File: src/rtl/trig_phase_cal_ctrl_if.sv
// Bus bundle between the phase-calibration sequencer and its host:
// scan control, coax inputs, lock results and the last channel's histogram.
interface trig_phase_cal_ctrl_if;
    logic        start;
    logic [15:0] coax_in;
    logic [7:0]  expected_hits;
    logic        pulse_gate;
    logic [1:0]  phase;
    logic [3:0]  chan_sel;
    logic        busy;
    logic        done;
    logic [15:0] lock;
    logic [31:0] phase_sel;
    logic [7:0]  hist0;
    logic [7:0]  hist1;
    logic [7:0]  hist2;
    logic [7:0]  hist3;

    modport master (
        output start, coax_in, expected_hits,
        input  pulse_gate, phase, chan_sel, busy, done, lock, phase_sel,
        input  hist0, hist1, hist2, hist3
    );

    modport slave (
        input  start, coax_in, expected_hits,
        output pulse_gate, phase, chan_sel, busy, done, lock, phase_sel,
        output hist0, hist1, hist2, hist3
    );
endinterface

File: src/rtl/trig_phase_cal_ctrl.sv
// Trigger phase calibration sequencer: scans each coax channel, histograms its
// hits into four clk_adc phase bins and records a per-channel phase lock.
module trig_phase_cal_ctrl #(
    parameter int NCHAN      = 16,
    parameter int WINDOW_LEN = 250,
    parameter int SETTLE_LEN = 8
) (
    input  logic                  clk_adc,
    input  logic                  rst,
    trig_phase_cal_ctrl_if.slave  bus
);

    typedef enum logic [2:0] {
        ST_IDLE,
        ST_CLEAR,
        ST_MEASURE,
        ST_SETTLE,
        ST_EVAL,
        ST_NEXT,
        ST_DONE
    } state_t;

    localparam logic [15:0] LP_WIN_LAST    = 16'(WINDOW_LEN - 1);
    localparam logic [15:0] LP_SETTLE_LAST = 16'(SETTLE_LEN - 1);
    localparam logic [3:0]  LP_CHAN_LAST   = 4'(NCHAN - 1);

    state_t      r_state;
    state_t      w_state_next;

    logic [1:0]  r_phase;
    logic [3:0]  r_chan_sel;
    logic [15:0] r_timer;
    logic [31:0] r_bins;
    logic [31:0] w_bins_next;
    logic [31:0] r_hist;
    logic [15:0] r_lock;
    logic [15:0] w_lock_next;
    logic [31:0] r_phase_sel;
    logic [31:0] w_phase_sel_next;

    logic        w_counting;
    logic        w_hit;
    logic        w_eval;
    logic        w_win_last;
    logic        w_settle_last;
    logic        w_chan_last;
    logic [3:0]  w_nonzero;
    logic        w_single;
    logic [1:0]  w_win_idx;
    logic [7:0]  w_win_cnt;
    logic        w_lock_ok;

    assign w_counting    = (r_state == ST_MEASURE) || (r_state == ST_SETTLE);
    assign w_hit         = w_counting && bus.coax_in[r_chan_sel];
    assign w_eval        = (r_state == ST_EVAL);
    assign w_win_last    = (r_timer == LP_WIN_LAST);
    assign w_settle_last = (r_timer == LP_SETTLE_LAST);
    assign w_chan_last   = (r_chan_sel == LP_CHAN_LAST);

    // ------------------------------------------------------------------
    // Sequencer
    // ------------------------------------------------------------------
    always_ff @(posedge clk_adc or posedge rst) begin
        if (rst) begin
            r_state <= ST_IDLE;
        end else begin
            r_state <= w_state_next;
        end
    end

    always_comb begin
        w_state_next = r_state;
        case (r_state)
            ST_IDLE: begin
                if (bus.start) begin
                    w_state_next = ST_CLEAR;
                end
            end
            ST_CLEAR: begin
                w_state_next = ST_MEASURE;
            end
            ST_MEASURE: begin
                if (w_win_last) begin
                    w_state_next = (SETTLE_LEN == 0) ? ST_EVAL : ST_SETTLE;
                end
            end
            ST_SETTLE: begin
                if (w_settle_last) begin
                    w_state_next = ST_EVAL;
                end
            end
            ST_EVAL: begin
                w_state_next = ST_NEXT;
            end
            ST_NEXT: begin
                w_state_next = w_chan_last ? ST_DONE : ST_CLEAR;
            end
            ST_DONE: begin
                // A start coinciding with DONE is dropped, not queued.
                w_state_next = ST_IDLE;
            end
            default: begin
                w_state_next = ST_IDLE;
            end
        endcase
    end

    // ------------------------------------------------------------------
    // Phase bins: saturating 8-bit counters, one per clk_adc phase
    // ------------------------------------------------------------------
    generate
        for (genvar gi = 0; gi < 4; gi++) begin : g_bin
            logic [7:0] w_cur;
            assign w_cur          = r_bins[gi*8 +: 8];
            assign w_nonzero[gi]  = (w_cur != 8'd0);
            assign w_bins_next[gi*8 +: 8] =
                (r_state == ST_CLEAR)                                   ? 8'd0 :
                (w_hit && (r_phase == 2'(gi)) && (w_cur != 8'hFF))      ? w_cur + 8'd1 :
                                                                          w_cur;
        end
    endgenerate

    always_comb begin
        w_win_idx = 2'd0;
        for (int k = 0; k < 4; k++) begin
            if (w_nonzero[k]) begin
                w_win_idx = 2'(k);
            end
        end
    end

    // All-zero bins never lock, even with a zero hit threshold.
    assign w_single  = $onehot(w_nonzero);
    assign w_win_cnt = r_bins[{w_win_idx, 3'b000} +: 8];
    assign w_lock_ok = w_single && (w_win_cnt >= bus.expected_hits);

    // ------------------------------------------------------------------
    // Per-channel results; channels beyond NCHAN stay at zero
    // ------------------------------------------------------------------
    generate
        for (genvar gi = 0; gi < 16; gi++) begin : g_chan
            if (gi < NCHAN) begin : g_used
                logic w_sel;
                assign w_sel = w_eval && (r_chan_sel == 4'(gi));
                assign w_lock_next[gi] = w_sel ? w_lock_ok : r_lock[gi];
                assign w_phase_sel_next[gi*2 +: 2] =
                    (w_sel && w_lock_ok) ? w_win_idx : r_phase_sel[gi*2 +: 2];
            end else begin : g_unused
                assign w_lock_next[gi]             = 1'b0;
                assign w_phase_sel_next[gi*2 +: 2] = 2'b00;
            end
        end
    endgenerate

    // ------------------------------------------------------------------
    // Datapath registers
    // ------------------------------------------------------------------
    always_ff @(posedge clk_adc or posedge rst) begin
        if (rst) begin
            r_phase     <= 2'd0;
            r_chan_sel  <= 4'd0;
            r_timer     <= 16'd0;
            r_bins      <= 32'd0;
            r_hist      <= 32'd0;
            r_lock      <= 16'd0;
            r_phase_sel <= 32'd0;
        end else begin
            r_phase     <= r_phase + 2'd1;
            r_bins      <= w_bins_next;
            r_lock      <= w_lock_next;
            r_phase_sel <= w_phase_sel_next;

            if (r_state == ST_IDLE && bus.start) begin
                r_chan_sel <= 4'd0;
            end else if (r_state == ST_NEXT && !w_chan_last) begin
                r_chan_sel <= r_chan_sel + 4'd1;
            end

            // Timer restarts on every state change so each phase counts from 0.
            if (w_state_next != r_state) begin
                r_timer <= 16'd0;
            end else if (w_counting) begin
                r_timer <= r_timer + 16'd1;
            end

            if (w_eval) begin
                r_hist <= r_bins;
            end
        end
    end

    assign bus.pulse_gate = (r_state == ST_MEASURE);
    assign bus.busy       = (r_state != ST_IDLE);
    assign bus.done       = (r_state == ST_DONE);
    assign bus.phase      = r_phase;
    assign bus.chan_sel   = r_chan_sel;
    assign bus.lock       = r_lock;
    assign bus.phase_sel  = r_phase_sel;
    assign bus.hist0      = r_hist[7:0];
    assign bus.hist1      = r_hist[15:8];
    assign bus.hist2      = r_hist[23:16];
    assign bus.hist3      = r_hist[31:24];

endmodule

File: src/flat_wrapper.sv
// flat-port wrapper written by rule: the top's interface ports become plain ports
module trig_phase_cal_ctrl_flat 
#(
    parameter int NCHAN      = 16,
    parameter int WINDOW_LEN = 250,
    parameter int SETTLE_LEN = 8
)
  (clk_adc, rst, bus_start, bus_coax_in, bus_expected_hits, bus_pulse_gate, bus_phase, bus_chan_sel, bus_busy, bus_done, bus_lock, bus_phase_sel, bus_hist0, bus_hist1, bus_hist2, bus_hist3);
  trig_phase_cal_ctrl_if bus_i ();
  input  logic clk_adc;
  input  logic rst;
  input wire logic [$bits(bus_i.start)-1:0] bus_start;
  input wire logic [$bits(bus_i.coax_in)-1:0] bus_coax_in;
  input wire logic [$bits(bus_i.expected_hits)-1:0] bus_expected_hits;
  output wire logic [$bits(bus_i.pulse_gate)-1:0] bus_pulse_gate;
  output wire logic [$bits(bus_i.phase)-1:0] bus_phase;
  output wire logic [$bits(bus_i.chan_sel)-1:0] bus_chan_sel;
  output wire logic [$bits(bus_i.busy)-1:0] bus_busy;
  output wire logic [$bits(bus_i.done)-1:0] bus_done;
  output wire logic [$bits(bus_i.lock)-1:0] bus_lock;
  output wire logic [$bits(bus_i.phase_sel)-1:0] bus_phase_sel;
  output wire logic [$bits(bus_i.hist0)-1:0] bus_hist0;
  output wire logic [$bits(bus_i.hist1)-1:0] bus_hist1;
  output wire logic [$bits(bus_i.hist2)-1:0] bus_hist2;
  output wire logic [$bits(bus_i.hist3)-1:0] bus_hist3;
  assign bus_i.start = bus_start;
  assign bus_i.coax_in = bus_coax_in;
  assign bus_i.expected_hits = bus_expected_hits;
  assign bus_pulse_gate = bus_i.pulse_gate;
  assign bus_phase = bus_i.phase;
  assign bus_chan_sel = bus_i.chan_sel;
  assign bus_busy = bus_i.busy;
  assign bus_done = bus_i.done;
  assign bus_lock = bus_i.lock;
  assign bus_phase_sel = bus_i.phase_sel;
  assign bus_hist0 = bus_i.hist0;
  assign bus_hist1 = bus_i.hist1;
  assign bus_hist2 = bus_i.hist2;
  assign bus_hist3 = bus_i.hist3;
  trig_phase_cal_ctrl #(.NCHAN(NCHAN), .WINDOW_LEN(WINDOW_LEN), .SETTLE_LEN(SETTLE_LEN)) u_core (.clk_adc(clk_adc), .rst(rst), .bus(bus_i));
endmodule
File: config.mk
export PLATFORM = sky130hd
export DESIGN_NAME = trig_phase_cal_ctrl_flat
export DESIGN_NICKNAME = d
export VERILOG_FILES = /design/src/rtl/trig_phase_cal_ctrl_if.sv /design/src/rtl/trig_phase_cal_ctrl.sv /design/src/flat_wrapper.sv
export SDC_FILE = /design/constraint.sdc
export NUM_CORES = 1
export LEC_CHECK = 0
export BUFFER_PORTS_ARGS = -buffer_cell sky130_fd_sc_hd__buf_4
export CAP_MARGIN = 20
export CORE_MARGIN = 2
export CORE_UTILIZATION = 45
export CTS_CLUSTER_SIZE = 28
export DETAILED_ROUTE_END_ITERATION = 8
export PLACE_DENSITY = 0.72
export SKIP_LAST_GASP = 1
export SYNTH_ARGS = -nofsm -noshare
export SYNTH_HDL_FRONTEND = slang
export SYNTH_SLANG_ARGS = --single-unit
export TNS_END_PERCENT = 100
File: constraint.sdc
create_clock -name clk_adc -period 5.44 [get_ports clk_adc]
set_clock_uncertainty 0.1 [all_clocks]
set_input_delay 0.816 -clock clk_adc [delete_from_list [all_inputs] [get_ports clk_adc]]
set_output_delay 0.816 -clock clk_adc [all_outputs]
set_load 0.01 [all_outputs]
; ---- Word level (Yosys, flattened, before mapping)
; Index checks and enable logic that the tools add are counted.
[op_classes]
n_addsub = 10
n_lt_le_gt_ge = 2
eq_ne = 32
shifts = 1
mux = 22
n_reduce_logical = 60
[op_table]
columns = cell, n
row1 = 2-to-1 mux 8 bit, 8
row2 = logical AND 1 bit, 44
row3 = adder 8 x 1 -> 8 bit (second input constant), 4
row4 = == test 4 bit (second input constant), 8
row5 = 2-to-1 mux 16 bit, 2
row6 = inequality test 8 bit (second input constant), 4
row7 = nonzero test 8 bit, 4
row8 = indexed part select 32 x 6 -> 8 bit, 1
row9 = case mux 3 bit (6 select lines), 1
row10 = adder 16 x 1 -> 16 bit (second input constant), 1
row11 = == test 16 x 3 -> 1 bit (second input constant), 1
row12 = == test 16 x 8 -> 1 bit (second input constant), 1
row13 = == test 4 x 3 -> 1 bit (second input constant), 4
row14 = 2-to-1 mux 3 bit, 4
row15 = nonzero test 2 bit, 6
row16 = == test 3 bit (second input constant), 3
row17 = == test 4 x 2 -> 1 bit (second input constant), 2
row18 = >= comparator 8 bit, 1
row19 = 2-to-1 mux 4 bit, 2
row20 = == test 3 x 1 -> 1 bit (second input constant), 2
row21 = == test 3 x 2 -> 1 bit (second input constant), 2
row22 = < comparator 4 x 5 -> 1 bit (second input constant), 1
row23 = adder 1 x 1 -> 2 bit, 2
row24 = adder 4 x 1 -> 4 bit (second input constant), 1
row25 = 15 further kinds, 18
[totals]
ff_bits = 137
inputBits = 27
output_inout_bits = 89
word_cells = 168

; ---- Logic depth before layout (Yosys ltp)
; Gate-level depths: netlist of the first run.
[depth]
depth_word = 8
ltp_mapped = 18

; ---- Least setup slack after synthesis of the first run
; No wires, ideal clock.
[synth_timing]
path_type = register to register
from = register u_core.r_bins[16]
to = register u_core.r_phase_sel[16] (netlist: u_core.bus.phase_sel[16])
arrival_ns = 3.884
required_ns = 5.212
path_slack_ns = 1.328
stages_incl_launch_ff = 16
path_buffers = 2
period_less_slack_ns = 4.112
path_cell_list = dfrtp_1 -> inv_1 -> ha_1 -> or4b_1 -> nor4_2 -> ha_1 -> clkbuf_1 -> clkbuf_1 -> a31oi_1 -> ha_1 -> a21o_1 -> a21o_1 -> a21oi_1 -> o21a_1 -> or4_1 -> mux2_1
[synth_between]
elab_chain_len = 7
word_cells_on_any_way = 10
classes_between = 2 x add/sub / 1 x order compare / 1 x eq/ne / 1 x shift / 2 x mux / 3 x reduce/logical
[synth_lines]
columns = item, line_no
row1 = "start, declared", trig_phase_cal_ctrl.sv:33  ; logic [31:0] r_bins;
row2 = "start signal, assigned", trig_phase_cal_ctrl.sv:169  ; r_bins <= w_bins_next;
row3 = nonzero test 8 bit, trig_phase_cal_ctrl.sv:115  ; assign w_nonzero[gi] = (w_cur != 8'd0);
row4 = 2-to-1 mux 2 bit (2 in series), trig_phase_cal_ctrl.sv:126  ; if (w_nonzero[k]) begin
row5 = indexed part select 32 x 6 -> 8 bit, trig_phase_cal_ctrl.sv:134  ; assign w_win_cnt = r_bins[{w_win_idx, 3'b000} +: 8];
row6 = >= comparator 8 bit, trig_phase_cal_ctrl.sv:135  ; assign w_lock_ok = w_single && (w_win_cnt >= bus.expected_hits);
row7 = logical AND 1 bit, trig_phase_cal_ctrl.sv:135
row8 = logical AND 1 bit, trig_phase_cal_ctrl.sv:147  ; (w_sel && w_lock_ok) ? w_win_idx : r_phase_sel[gi*2 +: 2];
row9 = "end signal, assigned", trig_phase_cal_ctrl.sv:171  ; r_phase_sel <= w_phase_sel_next;
row10 = "end, declared", trig_phase_cal_ctrl.sv:38  ; logic [31:0] r_phase_sel;
; Several ways; a longest one is shown, not always the timed one.
; A chain may end at the register's enable or synchronous reset.

; ---- Worst setup path after layout of the first run
; Same ends and word-level chain as after synthesis.

==> reports/qor.yml, run 1 <==
final_layout_size_suffix_gt1_share_pct: 25.8
antenna_found_initial: 0
pwr-share-clk_pct: 39.8
clockBufferDepth: 2
fin_nets: 841
synth-xor-area-share_pct: 4.59
switching_share_pct: 30.5
fin_util_pct: 57.3
tritoncts: "done"
mostFrequentLayoutCell: "dfrtp_1"
avgRoutedWirePerCell_um: 17.1
cts.sink_count: 137
slew_viol_final: 0
ys.flop_type: "dfrtp_1"
antenna_cells: 0
worstRegToRegCells: 14
hpwlAfterDp_mm: 12.3
cts-resized-gates: 0
crit_fanout: 26
maxSlewHeadroom_pct: 34.0
rows: 45
final_cell_mix: "137 x dfrtp_1, 121 x buf_4, 67 x nand2_1"
start_util_pct: 46.3
slowest_delay_ns: 0.61
ys_seq_elements: 137
required_ns: 5.65
clk_latency_ns: 0.42
setup_tns_ns: 0
worst_slack_ns: 1.11
crit_type: "flop to flop"
synth_compound_area_share_pct: 6.37
setup_viol: 0
vias: 5471
r2r_slack_ns: 1.11
synth.distinct_cells: 54
startpoint_type: "flop"
async_flop_share_pct: 100
rsz0062_at_grt: "no"
period_needed_ns: 4.33
slowest_stage: "or4_1"
ios: 116
synth_edf_count: 0
clkTransAtPathRegs_ns: 0.06
outcome: "finished clean"
first_pass_iters: 4
worst_slew_pin_slew_ns: 0.987
numCtsBuffers: 17
power_frac_seq_pct: 42.0
drc_errors: 0
power_w: 0.00295
power_density_mw_per_mm2: 337
yosys.area_share.simple_pct: 18.1
die_h_um: 129
p_leak_nw: 4.20
syn-num-nets: 735
pwr-share-comb_pct: 18.1
synthMuxAreaShare_pct: 12.4
io_buffers: 115
die-area_mm2: 0.0167
syn_area_mm2: 0.00707
path_common_cell: "ha_1"
cts_hold_buf: 0
ant_nets: 0
critPathBufInv: 2
period_share_pct: 79.6
grt_pass1_wl_mm: 28.4
grt_max_degree: 90
endpoint_kind: "flop"
reg2reg_to: "u_core.bus.phase_sel[16]"
maxCapViolCount: 0
fmax_ghz: 0.231
die_w_um: 129
r2r-start: "u_core.r_bins[16]"
first_global_vias: 5590
p_sw_w: 0.000900
grt_overflow: 0
crit_chain: "inv_1, ha_1, or4b_1, nor4_2, ha_1, buf_4, a31oi_1, ha_1, a21o_1, a21o_1, a21oi_1, o21a_1, or4_1, mux2_1"
pre_cts_slack_ns: 1.14
post_cts_buffers: 0
wl_mm: 17.2
grtUsageTotal_pct: 21.7
drtIter0Drc: 438
cts-root-buf: "clkbuf_16"
synth-adder-area-share_pct: 5.59
worstPathArrival_ns: 4.54
min-delay-path-class: "input port to async pin"
coreArea_mm2: 0.0153
whs_ns: 0.351
h-tree-depth: 4
place.gp.congestion: 0.848
ys_warn_count: 0
synth_cells: 677
ir_drop_mv: 0.247
yosysSeqAreaShare_pct: 48.5
syn2layout_area_growth_pct: 23.7
viasPerCell: 5.44
critPathTopFamily: "simple AND/OR/NAND/NOR gates"
hold_violations: 0
fillers: 1308
internal_power_w: 0.00205
synth_top_family_by_area: "simple AND/OR/NAND/NOR gates"
syn_area_per_cell_um2: 10.4
-- cell families after synthesis --
family	count (synthesis)
AO/OA/AOI/OAI	71
XOR/XNOR	37
adder cells (fa/ha/maj)	31
buffers and inverters	79
flip-flops	137
multiplexers	79
AND/OR/NAND/NOR	243
-- through the flow --
stage | instances | cell area, µm²
final | 1006 | 8740
after global routing | 1006 | 8740
after CTS | 1005 | 8710
after detailed placement | 974 | 8110
after global placement | 974 | 8110
after floorplan | 677 | 7070
-- power by group through the flow --
stage / combinational, W / sequential, W / clock (W)
final: 0.000535 / 0.00124 / 0.00117
after detailed placement: 0.000527 / 0.00125 / 0
after global routing: 0.000611 / 0.00125 / 0.00123
after global placement: 0.000508 / 0.00125 / 0
after CTS: 0.000534 / 0.00124 / 0.00119
after floorplan: 0.000458 / 0.00115 / 0
-- layout make-up --
| cell class | instances | area (µm²) | area share [%] |
|---|---|---|---|
| Multi-Input combinational cell | 461 | 3340 | 38.2 |
| Clock inverter | 11 | 148 | 1.69 |
| Sequential cell | 137 | 3430 | 39.2 |
| Clock buffer | 20 | 457 | 5.22 |
| Timing Repair Buffer | 122 | 936 | 10.7 |
| Tap cell | 211 | 264 | 3.02 |
| Inverter | 44 | 168 | 1.92 |
-- synth_stat cells (19+ instances only) --
cell type,count,area (µm²)
nor2_1,56,210
nand2_1,67,251
nand4_1,23,144
mux2_2,30,338
clkbuf_1,21,78.8
xnor2_1,30,263
inv_1,43,161
mux2i_1,31,310
o21ai_0,19,95.1
dfrtp_1,137,3430
nand3_1,22,110
ha_1,30,375
-- metal layers --
metal	part of all wire [%]	track usage, %	vias to the layer above
li1	-	-	2554
met1	46	30.5	2732
met2	47	33.7	162
met3	4.5	3.88	23
met4	1.9	8.38	0
met5	0	0	-
-- flip-flops by register name (all words and copies together) (netlist names) --
| register | flops |
|---|---|
| u_core.r_bins | 32 |
| u_core.bus.lock | 16 |
| u_core.r_hist | 32 |
| u_core.bus.phase_sel | 32 |
| u_core.r_state | 3 |
| u_core.r_timer | 16 |
| u_core.bus.phase | 2 |
| u_core.bus.chan_sel | 4 |
-- how the worst max path moves through the flow --
stage | from | end | slack (ns) | depth (start not counted)
final | u_core.r_bins[16] | u_core.bus.phase_sel[16] | 1.11 | 14
after global routing | u_core.r_bins[16] | u_core.bus.phase_sel[16] | 0.77 | 15
after CTS | u_core.r_bins[16] | u_core.bus.phase_sel[16] | 1.11 | 14
after detailed placement | u_core.r_bins[24] | u_core.bus.phase_sel[16] | 1.14 | 15
after global placement | u_core.r_bins[24] | u_core.bus.phase_sel[16] | 1.26 | 15
after floorplan | rst | u_core.bus.chan_sel[0] | 0.86 | 1
(Power assumes the default switching activity.)
==> run 2, diff against run 1 <==
- clock period: 5.44 -> 4.4 ns (I/O delays scaled with it)
==> run 2 against run 1 <==
- worst hold slack lost 0.0029 ns
- sequential cell count is the same
- routed wire length increased by 0.78%
- highest routed layer unchanged
- global-route usage decreased by 0.12 points
- combinational power rose by 53%
- non-clock buffer count is 12 higher
- setup slack worse by 0.89 ns
- sequential share of layout area decreased by 0.41 points
- critical endpoint unchanged
- clock power up 24%
==> reports/qor.yml, run 2 (same netlist as run 1, synthesis figures left out) <==
required_ns: 4.61  # -1.04 ns
antenna_found_initial: 0  # unchanged
antenna_cells: 0  # unchanged
slowest_stage: "or4_1"
power_density_mw_per_mm2: 422  # +25%
h-tree-depth: 4  # unchanged
grt_max_degree: 138  # +53%
p_leak_nw: 4.26  # +1.4%
final_cell_mix: "137 x dfrtp_1, 133 x buf_4, 67 x nand2_1"
fin_nets: 853  # +1.4%
clk_latency_ns: 0.42  # about the same
grtUsageTotal_pct: 21.6  # -0.12 points
mostFrequentLayoutCell: "dfrtp_1"
outcome: "finished clean"
wl_mm: 17.4  # +0.78%
maxSlewHeadroom_pct: 34.4  # +0.38 points
min-delay-path-class: "input port to async pin"
worst_slew_pin_slew_ns: 0.981  # -0.00574 ns
drtIter0Drc: 470  # +7.3%
avgRoutedWirePerCell_um: 17.0  # -0.50%
cts_hold_buf: 0  # unchanged
clockBufferDepth: 2  # unchanged
slew_viol_final: 0  # unchanged
start_util_pct: 46.3  # unchanged
io_buffers: 115  # unchanged
first_pass_iters: 5  # +1
rsz0062_at_grt: "no"
place_area_mm2: 0.00822  # +1.4%
worstPathArrival_ns: 4.39  # -0.15 ns
viasPerCell: 5.42  # -0.32%
startpoint_type: "flop"
period_share_pct: 95.1  # +15 points
fmax_ghz: 0.239  # +3.5%
dp.cells: 987  # +1.3%
whs_ns: 0.348  # -0.00295 ns
first_global_vias: 5500  # -1.6%
ir_drop_mv: 0.320  # +29%
drc_errors: 0  # unchanged
grt_overflow: 0  # unchanged
vias: 5524  # +0.97%
hold_violations: 0  # unchanged
place.gp.congestion: 0.865  # +2.1%
fin_cells: 1019  # +1.3%
cts-root-buf: "clkbuf_16"
slowest_delay_ns: 0.64  # +0.03 ns
coreArea_mm2: 0.0153  # unchanged
final_layout_size_suffix_gt1_share_pct: 27.4  # +1.6 points
syn2layout_area_growth_pct: 25.0
setup_viol: 0  # unchanged
die_h_um: 129  # unchanged
endpoint_kind: "flop"
cts.sink_count: 137  # unchanged
grt_pass1_wl_mm: 28.1  # -1.2%
numCtsBuffers: 17  # unchanged
ios: 116  # unchanged
tritoncts: "done"
crit_fanout: 14  # -46%
crit_chain: "inv_1, ha_1, or4b_1, nor4_2, buf_4, a21oi_2, a211oi_1, a31oi_1, ha_1, a21o_1, a21o_1, a21oi_1, o21a_1, or4_1, mux2_1"
crit_type: "flop to flop"
die-area_mm2: 0.0167  # unchanged
rows: 45  # unchanged
period_needed_ns: 4.18  # -0.148 ns
maxCapViolCount: 0  # unchanged
clkTransAtPathRegs_ns: 0.06  # about the same
die_w_um: 129  # unchanged
post-route-cell-area_mm2: 0.00883  # +1.0%
ant_nets: 0  # unchanged
hpwlAfterDp_mm: 12.5  # +1.6%
r2r_slack_ns: 0.22  # -0.89 ns
[run 2: changes by cell type in the layout (fill, tap and decap cells not counted), moves of 2 or more]
cell / delta
inv_6: +2
buf_4: +12
clkbuf_8: -2
clkinv_4: +2
[run 2: layout make-up]
cell class / instances / area [µm²]
clock inverter: 14 / 173
sequential: 137 / 3430
inverter: 44 / 169
multi-input combinational: 461 / 3350
clock buffer: 18 / 429
timing repair buffer: 134 / 1020
tap: 211 / 264
fill: 1281 / 6430
[run 2: metrics by stage]
step	setup TNS (ns)	setup WS [ns]	power, W	util (%)
6_report	0	0.217	0.00373	57.9
5_1_grt	0	0.00111	0.00391	57.9
4_1_cts	0	0.197	0.00374	57.9
3_5_place_dp	-1.77	-0.186	0.00229	53.9
3_3_place_gp	0	0.00968	0.00227	53.9
2_1_floorplan	0	0.288	0.00199	-
[run 2: worst paths after layout]
path	from	endpoint	cells past startpoint
worst max-delay path	u_core.r_bins[17]	u_core.bus.phase_sel[16]	15
worst min-delay path	rst	u_core.bus.phase_sel[20]	3
worst max register to register	u_core.r_bins[17]	u_core.bus.phase_sel[16]	15
worst min register to register	u_core.bus.phase_sel[18]	u_core.bus.phase_sel[18]	1
max in group asynchronous	rst	u_core.r_bins[12]	3
min in group clk_adc	u_core.bus.phase_sel[18]	u_core.bus.phase_sel[18]	1
[run 2: worst max-delay path: cells and delay by family (launching register included)]
family | cells | cell delay [ns]
AO/OA/AOI/OAI | 7 | 1.09
adder cells (fa/ha/maj) | 2 | 0.43
buffers and inverters | 2 | 0.28
flip-flops | 1 | 0.44
multiplexers | 1 | 0.34
AND/OR/NAND/NOR | 3 | 1.38
[run 2: what timing repair did]
action                                  CTS  global route
setup buffers                             0             0
gates cloned                              0             0
resized for setup                         2             1
endpoints found under the setup margin   13             9
[run 2: power by group]
group / total, W / switching (W) / leakage [nW] / internal, W
registers: 0.00146 / 0.000122 / 1.70 / 0.00134
logic: 0.000816 / 0.000474 / 2.27 / 0.000342
clock network: 0.00145 / 0.000559 / 0.291 / 0.000894
total: 0.00373 / 0.00116 / 4.26 / 0.00257
[run 2: per-layer routing]
metal  track usage [%]  vias to the layer above  routed length [µm]
met5                 0                        -                   0
met4              7.48                        0                 238
met3              4.75                       19                 794
met2              35.2                      128                8540
met1              28.7                     2797                7770
li1                  -                     2580                   -
==> run 3, diff against run 2 <==
- CORE_UTILIZATION: 45 -> 50
- PLACE_DENSITY: 0.72 -> 0.78
==> run 3 against run 2 <==
- non-clock buffer count down 6
- sequential share of layout area up 0.41 points
- critical path depth down 1
- sequential power about the same
- global-route usage up 2.2 points
- fmax down 0.25%
- register-to-register slack about the same
- final cell count down 3.6%
- power down 2.0%
- core utilization up 5.3 points
- setup slack worse by 0.011 ns
- critical path type unchanged
- largest cell class unchanged
==> reports/qor.yml, run 3 (same netlist as run 1, synthesis figures left out) <==
reg2reg_to: "u_core.bus.phase_sel[12]"
power_density_mw_per_mm2: 418  # -0.94%
wl_mm: 17.1  # -1.6%
period_share_pct: 95.3  # +0.24 points
rows: 43  # -4.4%
crit_type: "flop to flop"
critPathTopFamily: "simple AND/OR/NAND/NOR gates"
crit_fanout: 14  # unchanged
drc_errors: 0  # unchanged
h-tree-depth: 4  # unchanged
outcome: "finished clean"
cts_hold_buf: 0  # unchanged
p_leak_nw: 4.22  # -0.82%
cts-root-buf: "clkbuf_16"
grt_overflow: 0  # unchanged
setup_tns_ns: 0  # unchanged
worstRegToRegCells: 14  # -1
hold_violations: 0  # unchanged
critPathBufInv: 2  # unchanged
multiInputGateArea_mm2: 0.00336  # +0.30%
avgRoutedWirePerCell_um: 17.4  # +2.1%
start_util_pct: 51.1  # +4.8 points
clockBufferDepth: 2  # unchanged
grtUsageTotal_pct: 23.8  # +2.2 points
maxCapViolCount: 0  # unchanged
cp.depth: 14  # -1
antenna_found_initial: 0  # unchanged
slew_viol_final: 0  # unchanged
ir_drop_mv: 0.291  # -9.0%
crit_chain: "inv_1, ha_1, or4b_1, nor4_4, ha_2, mux4_2, inv_1, ha_1, nand2b_1, a211o_1, a21oi_1, o21ai_2, nand4_1, mux2_1"
slowest_delay_ns: 0.51  # -0.13 ns
period_needed_ns: 4.19  # +0.0106 ns
grt_pass1_wl_mm: 27.6  # -1.7%
io_buffers: 115  # unchanged
first_global_vias: 5555  # +1.0%
setup_viol: 0  # unchanged
final_layout_size_suffix_gt1_share_pct: 27.1  # -0.29 points
first_pass_iters: 5  # unchanged
ant_nets: 0  # unchanged
syn2layout_area_growth_pct: 23.7
startpoint_type: "flop"
grt_max_degree: 138  # unchanged
die_h_um: 123  # -5.0%
clk_latency_ns: 0.42  # about the same
r2r-start: "u_core.r_bins[17]"
endpoint_kind: "flop"
cts.sink_count: 137  # unchanged
power_w: 0.00365  # -2.0%
place.gp.congestion: 0.924  # +6.9%
maxSlewHeadroom_pct: 32.0  # -2.4 points
die_w_um: 123  # -5.0%
slowest_stage: "mux4_2"
rsz0062_at_grt: "yes"
fin_nets: 847  # -0.70%
numCtsBuffers: 17  # unchanged
min-delay-path-class: "input port to async pin"
required_ns: 4.60  # about the same
die-area_mm2: 0.0151  # -9.7%
vias: 5566  # +0.76%
fin_util_pct: 63.2  # +5.3 points
clkTransAtPathRegs_ns: 0.07  # about the same
ios: 116  # unchanged
regArea_mm2: 0.00343  # unchanged
post_cts_buffers: 0  # unchanged
fmax_ghz: 0.238  # -0.25%
coreArea_mm2: 0.0138  # -9.4%
final_cell_mix: "137 x dfrtp_1, 127 x buf_4, 67 x nand2_1"
drtIter0Drc: 517  # +10%
viasPerCell: 5.67  # +4.6%
antenna_cells: 0  # unchanged
r2r_slack_ns: 0.21  # about the same
worstPathArrival_ns: 4.39  # about the same
tritoncts: "done"
hpwlAfterDp_mm: 12.2  # -2.4%
mostFrequentLayoutCell: "dfrtp_1"
fillers: 1058  # -17%
worst_slew_pin_slew_ns: 1.02  # +0.0357 ns
run 3: changes by cell type in the layout (fill, tap and decap cells not counted):
| cell | change |
|---|---|
| buf_4 | -6 |
| bufinv_16 | -2 |
| clkbuf_1 | -1 |
| clkinv_2 | -3 |
| clkinv_4 | +1 |
| clkinvlp_4 | -1 |
| inv_6 | +3 |
| inv_8 | +3 |
| nor4_2 | -1 |
| nor4_4 | +1 |
| o21a_1 | -1 |
| o21a_2 | +1 |
run 3: worst max-delay path by stage:
stage	slack [ns]	to	start
after detailed placement	-0.23	u_core.bus.phase_sel[26]	u_core.r_bins[25]
final	0.21	u_core.bus.phase_sel[12]	u_core.r_bins[17]
after global placement	-0.03	u_core.bus.phase_sel[24]	u_core.r_bins[24]
after floorplan	0.29	u_core.bus.phase_sel[16]	u_core.r_bins[16]
after CTS	0.05	u_core.bus.phase_sel[12]	u_core.r_bins[25]
after global routing	-0.02	u_core.bus.phase_sel[12]	u_core.r_bins[16]
run 3: tightest hold or removal path: cells and delay by family:
kind     cells  cell delay (ns)
buf+inv      3             0.70
run 3: where the power goes:
part	leakage, nW	internal, W	total [W]	switching, W
combinational	2.24	0.000324	0.000776	0.000453
clock	0.285	0.000801	0.00139	0.000589
sequential	1.70	0.00134	0.00149	0.000153
run 3: layout make-up:
class	count	share of cell area, %
clock buffers	17	4.87
clock inverters	15	1.82
inverters	44	1.93
multi-input cells	461	38.4
flip-flops and latches	137	39.2
well taps	180	2.58
repair buffers	128	11.1
run 3: per-stage QoR:
step                hold slack (ns)  cell area [µm²]  setup slack [ns]  cells
floorplan                     0.396             7070             0.288    677
CTS                           0.398             8720            0.0547    982
global placement              0.377             8140           -0.0274    950
detailed placement            0.388             8140            -0.229    950
finish                        0.364             8740             0.207    982
global route                  0.404             8740           -0.0207    982
run 3: per-layer routing:
metal / vias up / global-route usage, % / routed length (µm)
li1: 2578 / - / -
met4: 0 / 8.19 / 208
met1: 2776 / 30.5 / 7140
met5: - / 0 / 0
met2: 191 / 39.4 / 8790
met3: 21 / 5.58 / 931
run 3: repair_timing:
item | in CTS | in global routing
setup endpoints to repair | 28 | 35
gates resized for setup | 1 | 4
hold endpoints to repair | 0 | 0
pin swaps | 0 | 0
